## src/rtl/gbc_hdma.sv

```systemverilog
// CGB VRAM DMA controller (FF51-FF55): general-purpose and HBlank-paced copies of
// 16-byte blocks from the CPU bus into the 8 KB VRAM window.
module gbc_hdma #(
  parameter int unsigned BLOCK_BYTES = 16,
  parameter int unsigned DST_WIDTH   = 13
) (
  input  logic                 clk_sys,
  input  logic                 reset,
  input  logic                 ce,
  input  logic                 cpu_sel_reg,
  input  logic [7:0]           cpu_addr,
  input  logic                 cpu_wr,
  input  logic [7:0]           cpu_di,
  output logic [7:0]           cpu_do,
  input  logic                 lcd_on,
  input  logic [1:0]           lcd_mode,
  output logic                 hdma_busy,
  output logic [15:0]          src_addr,
  output logic                 src_rd,
  input  logic [7:0]           src_data,
  output logic [DST_WIDTH-1:0] vram_addr,
  output logic                 vram_wren,
  output logic [7:0]           vram_di
);

  localparam int unsigned CntW   = (BLOCK_BYTES > 1) ? $clog2(BLOCK_BYTES) : 1;
  localparam logic [7:0]  LoMask = 8'(BLOCK_BYTES - 1);

  typedef enum logic [2:0] {StIdle, StRd, StWr, StHdmaWait, StHdmaHold} state_e;

  state_e               state_q;
  logic [15:0]          src_q;
  logic [DST_WIDTH-1:0] dst_q;
  logic [6:0]           len_q;
  logic                 hdma_q;
  logic                 stop_pend_q;
  logic [CntW-1:0]      cnt_q;
  logic [1:0]           mode_prev_q;

  logic reg_wr, wr55, stop_req, hblank_edge;

  assign reg_wr      = cpu_sel_reg & cpu_wr;
  assign wr55        = reg_wr & (cpu_addr == 8'h55);
  // Only an HDMA can be cancelled; bit7=1 writes while busy are dropped.
  assign stop_req    = wr55 & hdma_q & ~cpu_di[7] & (state_q != StIdle);
  assign hblank_edge = lcd_on & (mode_prev_q != 2'd0) & (lcd_mode == 2'd0);

  assign src_addr  = src_q;
  assign vram_addr = dst_q;

  always_ff @(posedge clk_sys) begin
    if (reset) begin
      state_q     <= StIdle;
      src_q       <= '0;
      dst_q       <= '0;
      len_q       <= 7'h7F;
      hdma_q      <= 1'b0;
      stop_pend_q <= 1'b0;
      cnt_q       <= '0;
      mode_prev_q <= 2'd0;
      hdma_busy   <= 1'b0;
      src_rd      <= 1'b0;
      vram_wren   <= 1'b0;
      vram_di     <= 8'h00;
    end else if (ce) begin
      mode_prev_q <= lcd_mode;
      src_rd      <= 1'b0;
      vram_wren   <= 1'b0;
      hdma_busy   <= 1'b0;

      if (reg_wr && state_q == StIdle) begin
        case (cpu_addr)
          8'h51: src_q[15:8] <= cpu_di;
          8'h52: src_q[7:0] <= cpu_di & ~LoMask;
          8'h53: dst_q[DST_WIDTH-1:8] <= cpu_di[DST_WIDTH-9:0];
          8'h54: dst_q[7:0] <= cpu_di & ~LoMask;
          default: ;
        endcase
      end

      unique case (state_q)
        StIdle: begin
          if (wr55) begin
            len_q       <= cpu_di[6:0];
            hdma_q      <= cpu_di[7];
            stop_pend_q <= 1'b0;
            cnt_q       <= '0;
            // With the LCD off there are no HBlanks, so the first block goes out now.
            if (!cpu_di[7] || !lcd_on) begin
              state_q   <= StRd;
              src_rd    <= 1'b1;
              hdma_busy <= 1'b1;
            end else begin
              state_q <= StHdmaWait;
            end
          end
        end
        StRd: begin
          state_q   <= StWr;
          vram_wren <= 1'b1;
          vram_di   <= src_data;
          hdma_busy <= 1'b1;
          if (stop_req) stop_pend_q <= 1'b1;
        end
        StWr: begin
          src_q <= src_q + 16'd1;
          dst_q <= dst_q + DST_WIDTH'(1);
          cnt_q <= cnt_q + CntW'(1);
          if (cnt_q != CntW'(BLOCK_BYTES - 1)) begin
            state_q   <= StRd;
            src_rd    <= 1'b1;
            hdma_busy <= 1'b1;
            if (stop_req) stop_pend_q <= 1'b1;
          end else if (len_q == 7'd0) begin
            state_q <= StIdle;
            len_q   <= 7'h7F;
          end else begin
            len_q <= len_q - 7'd1;
            if (!hdma_q) begin
              state_q   <= StRd;
              src_rd    <= 1'b1;
              hdma_busy <= 1'b1;
            end else if (stop_pend_q || stop_req) begin
              state_q <= StIdle;
            end else begin
              state_q <= StHdmaHold;
            end
          end
        end
        StHdmaWait: begin
          if (stop_req) begin
            state_q <= StIdle;
          end else if (hblank_edge) begin
            state_q   <= StRd;
            src_rd    <= 1'b1;
            hdma_busy <= 1'b1;
          end
        end
        StHdmaHold: begin
          // Leave mode 0 before re-arming so one HBlank never yields two blocks.
          if (stop_req) begin
            state_q <= StIdle;
          end else if (lcd_mode != 2'd0) begin
            state_q <= StHdmaWait;
          end
        end
        default: state_q <= StIdle;
      endcase
    end
  end

  always_comb begin
    cpu_do = 8'hFF;
    if (cpu_sel_reg && cpu_addr == 8'h55) cpu_do = {state_q == StIdle, len_q};
  end

endmodule
```

## config.mk

```make
export PLATFORM = sky130hd
export DESIGN_NAME = gbc_hdma
export DESIGN_NICKNAME = d
export VERILOG_FILES = /design/src/rtl/gbc_hdma.sv
export SDC_FILE = /design/constraint.sdc
export NUM_CORES = 1
export LEC_CHECK = 0
export ABC_CLOCK_PERIOD_IN_PS = 2400
export CORE_AREA = 2 2 84 86
export CTS_BUF_LIST = sky130_fd_sc_hd__clkbuf_8
export DETAILED_ROUTE_END_ITERATION = 6
export DIE_AREA = 0 0 86 88
export GPL_ROUTABILITY_DRIVEN = 0
export PLACE_DENSITY = 0.9
export SLEW_MARGIN = 5
export SYNTH_ARGS = -nofsm -noshare
export SYNTH_HDL_FRONTEND = slang
export SYNTH_SLANG_ARGS = --single-unit
```

## constraint.sdc

```tcl
create_clock -name clk_sys -period 2.4 [get_ports clk_sys]
set_input_delay 0.24 -clock clk_sys [delete_from_list [all_inputs] [get_ports clk_sys]]
set_output_delay 0.24 -clock clk_sys [all_outputs]
set_load 0.01 [all_outputs]
```

---- Word-level counts from Yosys, hierarchy flattened ----
Index checks and enable logic that the tools add are counted.
Widths: inputs -> output; s select.
operators by class
  bitwise logic cells ..................... 8
  muxes and demuxes ....................... 40
  equality and inequality tests ........... 15
  $add $sub $neg .......................... 4
  reduce and logical (&&, ||, !) cells .... 29
operator list
  kind                   count
  $eq 8x7->1 const B     5
  $mux 16                2
  $mux 8                 4
  $mux 3                 9
  $mux 13                2
  $mux 7                 3
  $reduce_and 3->1       6
  $add 16x1->16 const B  1
  $reduce_bool 2->1      8
  $pmux 3 s5             1
  $pmux 7 s2             1
  $add 13x1->13 const B  1
  $reduce_and 4->1       3
  $mux 1                 11
  $pmux 4 s2             1
  $and 1x1->1            7
  $logic_not 7->1        1
  $sub 7x1->7 const B    1
  $eq 3x2->1 const B     2
  $ne 2x2->1 const B     3
  $ne 3x3->1 const B     2
  $pmux 1 s3             2
  $reduce_bool 3->1      2
  $mux 5                 1
  other kinds (14)       17
storage, ports and cells
  input bits .............................. 32
  logic and storage cells ................. 110
  flip-flop bits (word level) ............. 58
  output and inout bits ................... 48

---- Depth between registers and ports, before layout ----
Gate-level depths: netlist of run 1.
  depth after elaboration ................. 11
  mapped depth ............................ 7
  gate-level depth less buffers ........... 6

---- Worst setup path before layout of run 1 ----
OpenSTA, ideal clock, no wires.
  path type ............................... register to register
  from .................................... register state_q[1]
  to ...................................... register state_q[2]
  buffers on the path ..................... 1
  library setup time ...................... 70 ps
  clock period less this slack ............ 1758 ps
  cell stages (with the launch flop) ...... 7
  arrival ................................. 1688 ps
  slack ................................... 642 ps
  required time ........................... 2330 ps
  cells stage by stage .................... dfxtp_1 > or3b_1 > buf_2 > nor2_4 > nand4b_1 > or4b_1 > a21oi_1
on the way
  cells in the longest elaborated chain, start to end .. 8
  elaborated cells on any way between the ends .. 19
  classes of those cells .................. eq/ne: 7; mux: 7; bitwise: 1; reduce/logical: 4
RTL lines
  what                      RTL line  source
  start: declaration        31        state_e state_q;
  start signal: assignment  53        state_q <= StIdle;
  start signal: assignment  90        state_q <= StRd;
  start signal: assignment  94        state_q <= StHdmaWait;
  $reduce_bool 3->1         45        assign stop_req = wr55 & hdma_q & ~cpu_di[7] & (state_q != StIdle);
  $and 1x1->1               45
  $logic_or 1x1->1          123       end else if (stop_pend_q || stop_req) begin
  $mux 3                    123
  $mux 3                    119       if (!hdma_q) begin
  $mux 3                    114       end else if (len_q == 7'd0) begin
  $mux 3                    109       if (cnt_q != CntW'(BLOCK_BYTES - 1)) begin
  $pmux 3 s5                81        unique case (state_q)
Parallel ways exist; a longest one is shown, timed or not.
A chain may end at the register's enable or synchronous reset.

---- Worst setup path after layout of run 1 ----
  from .................................... input cpu_addr[7]
  to ...................................... output cpu_do[5]
on the way
  cells in the longest elaborated chain, start to end .. 3
RTL lines
  what                RTL line  source
  start: declaration  11        input logic [7:0] cpu_addr,
  $eq 8x7->1          154       if (cpu_sel_reg && cpu_addr == 8'h55) cpu_do = {state_q == StIdle, len_q};
  $logic_and 1x1->1   154
  $mux 8              154
  end: declaration    14        output logic [7:0] cpu_do,
Every way passes these cells.

==> summary.txt, run 1 <==
Outcome
  • Status: finished, final reports clean

Floorplanning
  • Chip width: 86 µm
  • Top-Level Pins: 80
  • CORE AREA: roughly 6600 µm²
  • Initial Util: about half
  • Die Y-Extent: roughly 88 µm
  • Die ar.: between 7000 and 8000 µm²
  • Std cell rows: 30

Final layout
  • Share of cells above drive strength 1: a little over a tenth
  • Final std cells w/o fill: approximately 610
  • Area growth syn-to-layout: 34.9%
  • Fin nets: 561
  • Ant. Diodes: 0

Yosys
  • Synthesized instance count: ~440
  • Register area share after synthesis: 34.4%
  • Post-synth EDFFs: 0
  • Synthesized flop and latch total: 58
  • Top cells by count, synth: 58 x dfxtp_1, 58 x nand2_1, 45 x a21oi_1
  • Post-synth ARST share: 0%
  • Mapped Nets: about 470
  • Syn avg cell area: a little under 8 µm²
  • Warnings, synthesis: 0
  • Post-synth top area share: between 30% and 40%
  • Synthesized cell area: 3370 µm²
  • Ys flop type: dfxtp_1
  • Dominant cells by area after synthesis: dfxtp_1 34%, a21oi_1 6.7%, nand2_1 6.5%
  • Synth area leader: dfxtp_1
  • Cell variety after synth: roughly 70

Worst setup path
  • Worst EP required: 2.16 ns
  • Crit end category: output pin
  • Worst reg-to-reg path cell count: 5
  • WS Path Type: primary input to output pin
  • Reg2reg end: state_q[2]
  • Reg2reg start: state_q[2]
  • Setup slack, reg-to-reg: 0.33 ns
  • Worst EP arrival: between 2 and 2.5 ns
  • CP max FO: 5
  • Critical Path Start Type: primary input

Min path
  • Hold Crit Class: primary input to register
  • Endpoint, Worst Hold: vram_di[3]
  • Worst hold stages: 3
  • Hold path startpoint: src_data[3]

STA
  • Final Hold Fails: 0
  • Setup slack after layout: around 0.13 ns
  • Hold WS: approximately 0.44 ns
  • Setup violations, final: 0
  • Tightest Pin Transition: 0.666 ns
  • Relative slew slack: around 56%
  • Fin. max-slew vios: 0
  • Shortest period the worst path allows: 2.27 ns
  • Setup_tns: 0 ns
  • Period utilization: a little over nine tenths
  • RSZ-0062 raised after global routing: false
  • FMAX: 441 MHz
  • Max Clock Skew: around 0.01 ns

Route
  • 1st-iter DRT viols: 460
  • WL final: about 11000 µm
  • Top routing layer in use: met4
  • First drt pass iteration count: 5
  • Post-DR vias/cell: roughly 6.4
  • # DRC: 0
  • Met2 wire length: 5110 µm
  • Metal-1 WL: 4130 µm
  • Routed wire length per instance: approximately 18 µm
  • Met3 Wirelength: 1010 µm
  • Vias: just under 4000
  • Post-DRT Antenna Nets: 0

Placed design
  • DP HPWL: between 7000 and 8000 µm
  • Port bufs: 79
  • Placed cell count: between 500 and 600
  • Post-Place Worst Slack: about 0.05 ns

CTS
  • Clock root cell: clkbuf_8
  • H-tree depth: 3
  • Cts bufs inserted: 9
  • Clock transition at path regs: ~0.060 ns
  • Clk buf depth: 2
  • Worst skew pair latency: between 0.3 and 0.4 ns
  • Post-CTS Setup Bufs: 0
  • Clock sink count: 58
  • CTS tree: yes

Pwr
  • Maximum vdd drop: about 0.00041 V
  • Leak pwr: ~1.6 nW
  • Pwr Total: around 2.0 mW
  • Pwr Density: between 400 and 500 nW/µm²

Global routing
  • Total track usage: 28.8%
  • Initial antenna violation count: 0
  • First-pass GRT wire length: 17200 µm
  • Vias in the first global route: 3647
  • Largest net degree at the start of global routing: 48
  • Overflow after GRT: 0

Job
  • Max Cap Viol: 0
[metal layers]
layer,up-vias,track usage [%]
met5,-,0
met4,0,13.4
met3,41,9.80
met2,238,48.3
met1,1832,33.3
li1,1809,-
[through the flow]
stage                     cell area, µm²  util (%)
after floorplan                     3370         -
final                               4550      68.4
after CTS                           4530      68.2
after global placement              4340      65.3
after detailed placement            4340      65.3
after global routing                4550      68.4
[layout make-up]
cell class | count | area (µm²)
Multi-Input combinational cell | 351 | 2110
Fill cell | 519 | 2100
Timing Repair Buffer | 98 | 961
Clock inverter | 3 | 40.0
Sequential cell | 58 | 1160
Inverter | 7 | 26.3
Tap cell | 80 | 100
Clock buffer | 11 | 151
[flip-flops by register name, indices dropped and copies added, names as in the netlist]
| signal | count |
|---|---|
| hdma_busy | 1 |
| stop_pend_q | 1 |
| src_rd | 1 |
| state_q | 3 |
| vram_wren | 1 |
| src_addr | 16 |
| cnt_q | 4 |
| vram_addr | 13 |
| len_q | 7 |
| mode_prev_q | 2 |
| hdma_q | 1 |
| vram_di | 8 |
[cells by family (layout without fill, tap and decap cells)]
group,Yosys count,count (layout),synth area share (%)
DFF,58,58,34.4
and+or+nand+nor,197,197,31.5
buffers and inverters,29,119,3.53
xor gates and xnor gates,4,4,1.04
AOI/OAI and AO/OA,144,144,27.4
muxes,2,2,0.594
adders and majority gates,4,4,1.48
[worst max-delay path: stages]
cell             delay [ns]
clkdlybuf4s50_1        0.47
nand4bb_4              0.27
nor2_1                 0.14
nand2_1                0.13
or2_2                  0.30
clkdlybuf4s50_1        0.48
[where the power goes]
| part | switching [mW] | internal, mW | leakage, nW |
|---|---|---|---|
| registers | 0.00154 | 0.965 | 0.468 |
| clock network | 0.376 | 0.520 | 0.101 |
| logic | 0.0846 | 0.0778 | 1.01 |
| total | 0.462 | 1.56 | 1.58 |
[repair_timing]
item                                    in CTS  in global routing
gates resized for setup                      0                  2
endpoints found under the setup margin       0                  5
hold buffers                                 0                  0
[cells in the final DEF (no fill, tap or decap), types with 7 or more instances in the layout]
cell type	n
nor2_1	43
a21oi_1	45
buf_4	17
o21ai_0	33
nor3_1	11
and3_1	7
nand3_1	20
clkbuf_8	11
nand2_1	58
clkdlybuf4s50_1	78
o22ai_1	7
dfxtp_1	58
[worst max-delay path by stage]
stage | cells past startpoint | from | end | slack (ns)
floorplan | 6 | state_q[1] | state_q[2] | 0.64
global placement | 6 | cpu_addr[4] | vram_addr[8] | 0.12
detailed placement | 6 | cpu_addr[5] | vram_addr[8] | 0.05
CTS | 6 | cpu_addr[0] | cpu_do[3] | 0.09
global route | 6 | cpu_addr[7] | cpu_do[5] | 0.05
finish | 6 | cpu_addr[7] | cpu_do[5] | 0.13
No activity file was read; power rests on OpenSTA's default activity.
==> run 2: changes to the inputs <==
Settings changed: CAP_MARGIN set to 20.
==> results of run 2 <==
Final layout, timing and power as in run 1 (identical DEF).
